==> src/rtl/float2int_pipe.sv <==
// Three-stage IEEE-754 single to int32 converter: unpack, align, round/sign/saturate.
// Sticky saturation counter and NaN flag are cleared by a run pulse.
module float2int_pipe #(
  parameter int unsigned DATA_W = 32,  // only 32 is legal
  parameter int unsigned CNT_W  = 16
) (
  input  logic              clk,
  input  logic              rst,
  input  logic              run,
  input  logic              valid_in,
  input  logic [DATA_W-1:0] in0,
  output logic [DATA_W-1:0] out0,
  output logic              valid_out,
  output logic [CNT_W-1:0]  sat_count,
  output logic              nan_seen
);

  localparam logic [DATA_W-1:0] MaxPos = {1'b0, {(DATA_W-1){1'b1}}};
  localparam logic [DATA_W-1:0] MaxNeg = {1'b1, {(DATA_W-1){1'b0}}};
  localparam logic [CNT_W-1:0]  CntMax = {CNT_W{1'b1}};

  // ---------------------------------------------------------------------------
  // Stage 1: unpack
  // ---------------------------------------------------------------------------
  logic        s1_valid;
  logic        s1_sign;
  logic [7:0]  s1_exp;
  logic [23:0] s1_mant;
  logic        s1_nan;
  logic        s1_inf;
  logic        s1_frac_zero;

  logic [7:0]  in_exp;
  logic [22:0] in_frac;

  assign in_exp  = in0[30:23];
  assign in_frac = in0[22:0];

  always_ff @(posedge clk or posedge rst) begin
    if (rst) begin
      s1_valid     <= 1'b0;
      s1_sign      <= 1'b0;
      s1_exp       <= '0;
      s1_mant      <= '0;
      s1_nan       <= 1'b0;
      s1_inf       <= 1'b0;
      s1_frac_zero <= 1'b0;
    end else begin
      s1_valid     <= valid_in;
      s1_sign      <= in0[31];
      s1_exp       <= in_exp;
      s1_mant      <= {(in_exp != 8'd0), in_frac};
      s1_nan       <= (in_exp == 8'hFF) && (in_frac != 23'd0);
      s1_inf       <= (in_exp == 8'hFF) && (in_frac == 23'd0);
      s1_frac_zero <= (in_frac == 23'd0);
    end
  end

  // ---------------------------------------------------------------------------
  // Stage 2: align
  // ---------------------------------------------------------------------------
  logic signed [9:0]  exp_unb;
  logic [4:0]         shr_amt;
  logic [3:0]         shl_amt;
  logic [47:0]        shr_val;
  logic               a_ovf;
  logic [DATA_W-1:0]  a_mag;
  logic               a_guard;
  logic               a_sticky;

  assign exp_unb = $signed({2'b00, s1_exp}) - 10'sd127;

  always_comb begin
    a_ovf    = 1'b0;
    a_mag    = '0;
    a_guard  = 1'b0;
    a_sticky = 1'b0;
    shr_amt  = '0;
    shl_amt  = '0;
    shr_val  = '0;

    if (s1_inf) begin
      a_ovf = 1'b1;
    end else if (!s1_nan && (exp_unb >= 10'sd31)) begin
      // -2^31 is the one value with e==31 that fits
      a_ovf = !(s1_sign && (exp_unb == 10'sd31) && s1_frac_zero);
    end

    if (exp_unb <= -10'sd2) begin
      a_sticky = |s1_mant;
    end else if (exp_unb <= 10'sd23) begin
      // Mantissa sits above 24 zero bits so guard/sticky fall out of the low half
      shr_amt  = 5'(10'sd23 - exp_unb);
      shr_val  = {s1_mant, 24'd0} >> shr_amt;
      a_mag    = {8'd0, shr_val[47:24]};
      a_guard  = shr_val[23];
      a_sticky = |shr_val[22:0];
    end else begin
      // Only e in 24..31 matters here; larger exponents are already ovf
      shl_amt = 4'(exp_unb - 10'sd23);
      a_mag   = {8'd0, s1_mant} << shl_amt;
    end
  end

  logic              s2_valid;
  logic              s2_sign;
  logic              s2_nan;
  logic              s2_ovf;
  logic [DATA_W-1:0] s2_mag;
  logic              s2_guard;
  logic              s2_sticky;

  always_ff @(posedge clk or posedge rst) begin
    if (rst) begin
      s2_valid  <= 1'b0;
      s2_sign   <= 1'b0;
      s2_nan    <= 1'b0;
      s2_ovf    <= 1'b0;
      s2_mag    <= '0;
      s2_guard  <= 1'b0;
      s2_sticky <= 1'b0;
    end else begin
      s2_valid  <= s1_valid;
      s2_sign   <= s1_sign;
      s2_nan    <= s1_nan;
      s2_ovf    <= a_ovf;
      s2_mag    <= a_mag;
      s2_guard  <= a_guard;
      s2_sticky <= a_sticky;
    end
  end

  // ---------------------------------------------------------------------------
  // Stage 3: round, sign, saturate
  // ---------------------------------------------------------------------------
  logic              round_inc;
  logic [DATA_W-1:0] rounded;
  logic [DATA_W-1:0] result;

  assign round_inc = s2_guard && (s2_sticky || s2_mag[0]);
  assign rounded   = s2_mag + {{(DATA_W-1){1'b0}}, round_inc};

  always_comb begin
    result = '0;
    if (s2_nan) begin
      result = '0;
    end else if (s2_ovf) begin
      result = s2_sign ? MaxNeg : MaxPos;
    end else if (s2_sign) begin
      result = -rounded;
    end else begin
      result = rounded;
    end
  end

  logic             sat_hit;
  logic             nan_hit;
  logic [CNT_W-1:0] sat_count_d;
  logic             nan_seen_d;

  assign sat_hit = s2_valid && s2_ovf;
  assign nan_hit = s2_valid && s2_nan;

  always_comb begin
    sat_count_d = sat_count;
    nan_seen_d  = nan_seen;
    if (run) begin
      sat_count_d = sat_hit ? {{(CNT_W-1){1'b0}}, 1'b1} : '0;
      nan_seen_d  = nan_hit;
    end else begin
      if (sat_hit && (sat_count != CntMax)) begin
        sat_count_d = sat_count + {{(CNT_W-1){1'b0}}, 1'b1};
      end
      if (nan_hit) begin
        nan_seen_d = 1'b1;
      end
    end
  end

  always_ff @(posedge clk or posedge rst) begin
    if (rst) begin
      out0      <= '0;
      valid_out <= 1'b0;
      sat_count <= '0;
      nan_seen  <= 1'b0;
    end else begin
      valid_out <= s2_valid;
      if (s2_valid) begin
        out0 <= result;
      end
      sat_count <= sat_count_d;
      nan_seen  <= nan_seen_d;
    end
  end

endmodule

==> config.mk <==
export PLATFORM = sky130hd
export DESIGN_NAME = float2int_pipe
export DESIGN_NICKNAME = d
export VERILOG_FILES = /design/src/rtl/float2int_pipe.sv
export SDC_FILE = /design/constraint.sdc
export NUM_CORES = 1
export LEC_CHECK = 0
export CAP_MARGIN = 20
export CORE_ASPECT_RATIO = 0.8
export CORE_MARGIN = 2
export CORE_UTILIZATION = 55
export CTS_CLUSTER_DIAMETER = 60
export DETAILED_ROUTE_END_ITERATION = 6
export PLACE_DENSITY = 0.73
export SYNTH_ARGS = -nofsm -noshare
export SYNTH_HDL_FRONTEND = slang
export SYNTH_SLANG_ARGS = --single-unit
==> constraint.sdc <==
create_clock -name clk -period 4.7 [get_ports clk]
set_input_delay 0.705 -clock clk [delete_from_list [all_inputs] [get_ports clk]]
set_output_delay 0.705 -clock clk [all_outputs]
set_load 0.02 [all_outputs]
==> impl_metrics.tcl <==
set metrics [dict create \
    status "finished clean" \
    coreArea_sq_um 17200 \
    area_delta_synth_final_pct 16.4 \
    final_layout_size_suffix_gt1_frac 0.119 \
    start_util 0.559 \
    pwr-share-comb 0.309 \
    critPathTopFamily "simple AND/OR/NAND/NOR gates" \
    grt_overflow 0 \
    placedCellCount 1359 \
    port_buffers 85 \
    antenna_cells 0 \
    cp.required_ns 5.01 \
    cts.clk_slew.worst_paths_ns 0.06 \
    setup_viol 0 \
    ys_seq_elements 125 \
    path_max_fanout 8 \
    cts_max_path_buffers 2 \
    critPathKind "reg2reg" \
    critPathSlowestCell "or4b_1" \
    cap_violations 0 \
    hold_viol 0 \
    cts_tree "built" \
    layout_commonest_cell "nand2_1" \
    clock_skew_ns 0.0129 \
    async_flop_share 1.00 \
    n_fill_cell 1429 \
    synth_seq_area_share 0.325 \
    cp_num_buf_inv 0 \
    grt_pass1_wl_um 44200 \
    worst_pin_slew_ns 0.913 \
    wirelength_um 27100 \
    avgSynthCellArea_sq_um 8.65 \
    netlist_area_sq_um 9620 \
    p_int_w 0.00249 \
    root_buffer "clkbuf_16" \
    via_count 9096 \
    routedWlPerCell_um 19.4 \
    synth_flop_cell "dfrtp_1" \
    grtUsageTotal 0.295 \
    cts_hold_buf 0 \
    place_ws_ns 1.07 \
    ir_drop_mv 0.276 \
    cp-end-kind "flop" \
    fin_nets 1199 \
    dieArea_sq_um 18600 \
    power.density_nw_per_um2 345 \
    slowest_delay_ns 0.62 \
    chipWidth_um 152 \
    crit_chain "o21a_1 > ha_1 > ha_1 > nand4_2 > nor4_1 > xnor2_1 > o21ai_1 > or4b_1 > nor4_2 > mux2i_1 > nand4_1" \
    cts_num_sinks 125 \
    clkPwrFrac 0.353 \
    die_y_um 122 \
    place_hpwl_um 19500 \
    dr.pass1.iters 5 \
    cts_setup_buffers 0 \
    min_period_over_period 0.784 \
    relSlewSlack 0.388 \
    grt_start_max_net_pins 86 \
    arrival_ns 3.99 \
    synth_edf_count 0 \
    whs_ns 0.349 \
    seqPwrFrac 0.338 \
    setup_ws_ns 1.02 \
    drt_iter0_markers 959 \
    synthCells 1112 \
    fin_cells 1392 \
    drt-vias-per-instance 6.53 \
    p_sw_frac 0.355 \
    gp_congestion 0.985 \
    yosysWarnings 0 \
    numCtsBuffers 17 \
    rsz0062_at_grt "no" \
    antenna_left 0 \
    max_freq_mhz 271 \
    start_kind "flop" \
    finalSetupTns_ns 0 \
    slew_viol_final 0 \
    boundaryPins 86 \
    switchingPower_w 0.00137 \
    fin_crit_ns 3.68 \
    synth_fp_nets 1157 \
    first_global_vias 8538 \
    clock_latency_ns 0.43 \
    num_rows 43 \
    critPathMostFrequentCell "ha_1" \
    min_path_type "reg2reg" \
    drcViolationCount 0 \
    ctsResizeCount 0 \
    p_leak_nw 4.50 \
    ctsHtreeMaxLevel 4 \
    most-common-layout-cells "nand2_1 (136), dfrtp_1 (124), nor2_1 (92)" \
    antenna_found_initial 0 \
    ys_types 94 \
]
sequential cells by signal, summed over array words and instances (netlist names):
signal        cells
nan_seen          1
out0             32
s1_exp            8
s1_frac_zero      1
s1_inf            1
s1_mant          24
s1_nan            1
s1_sign           1
s1_valid          1
s2_guard          1
s2_mag           32
s2_nan            1
s2_ovf            1
s2_sign           1
s2_sticky         1
s2_valid          1
sat_count        16
valid_out         1
routing by layer:
layer,global-route usage,part of all wire,vias up
met5,0,0,-
met4,0.0917,0.020,0
met3,0.0519,0.073,53
met2,0.447,0.44,407
met1,0.433,0.47,4405
li1,-,-,4231
worst paths after layout:
path | start | to | slack (ns) | cells past startpoint
worst max-delay path | s2_mag[0] | out0[25] | 1.02 | 11
min in group asynchronous | rst | s1_mant[20] | 0.63 | 2
worst min-delay path | s1_valid | s2_valid | 0.35 | 0
max in group asynchronous | rst | out0[16] | 3.21 | 4
worst min register to register | s1_valid | s2_valid | 0.35 | 0
worst max register to register | s2_mag[0] | out0[25] | 1.02 | 11
logic make-up (layout without fill, tap and decap cells):
family	count (synthesis)	in the layout	synth area share
adders and majority gates	9	9	0.0117
and+or+nand+nor	444	444	0.247
DFF	125	125	0.325
xor gates and xnor gates	49	49	0.0454
AOI/OAI and AO/OA	278	278	0.196
buffers and inverters	107	162	0.0479
muxes	100	100	0.127
final cells by class:
class                      instances  area (sq um)  area share
multi-input combinational        880          6050       0.541
sequential                       125          3130       0.280
timing repair buffer             105          1030      0.0923
clock buffer                      18           429      0.0383
tap                              225           282      0.0251
clock inverter                    14           173      0.0154
inverter                          25          96.3     0.00861
power by group through the flow:
stage | clock (W) | sequential (W) | combinational, W
finish | 0.00136 | 0.00131 | 0.00119
floorplan | 0 | 0.00133 | 0.000798
detailed placement | 0 | 0.00132 | 0.00116
CTS | 0.00138 | 0.00130 | 0.00117
global placement | 0 | 0.00132 | 0.00115
global route | 0.00143 | 0.00132 | 0.00129
through the flow:
stage,total power (W),util,cell area (sq um)
after floorplan,0.00212,-,9620
after global placement,0.00246,0.614,10600
after detailed placement,0.00248,0.614,10600
after CTS,0.00385,0.649,11200
after global routing,0.00404,0.650,11200
final,0.00386,0.650,11200
Yosys cell counts (all sizes together) (22+ instances only):
cell	n	area [sq um]
a21oi	75	375
buf	35	188
clkbuf	47	179
dfrtp	125	3130
inv	22	82.6
mux2	30	338
mux2i	55	551
nand2	136	510
nand3	42	233
nand4	33	258
nor2	92	345
nor4	30	234
o21ai	58	290
xnor2	30	270
(Power assumes the default switching activity.)
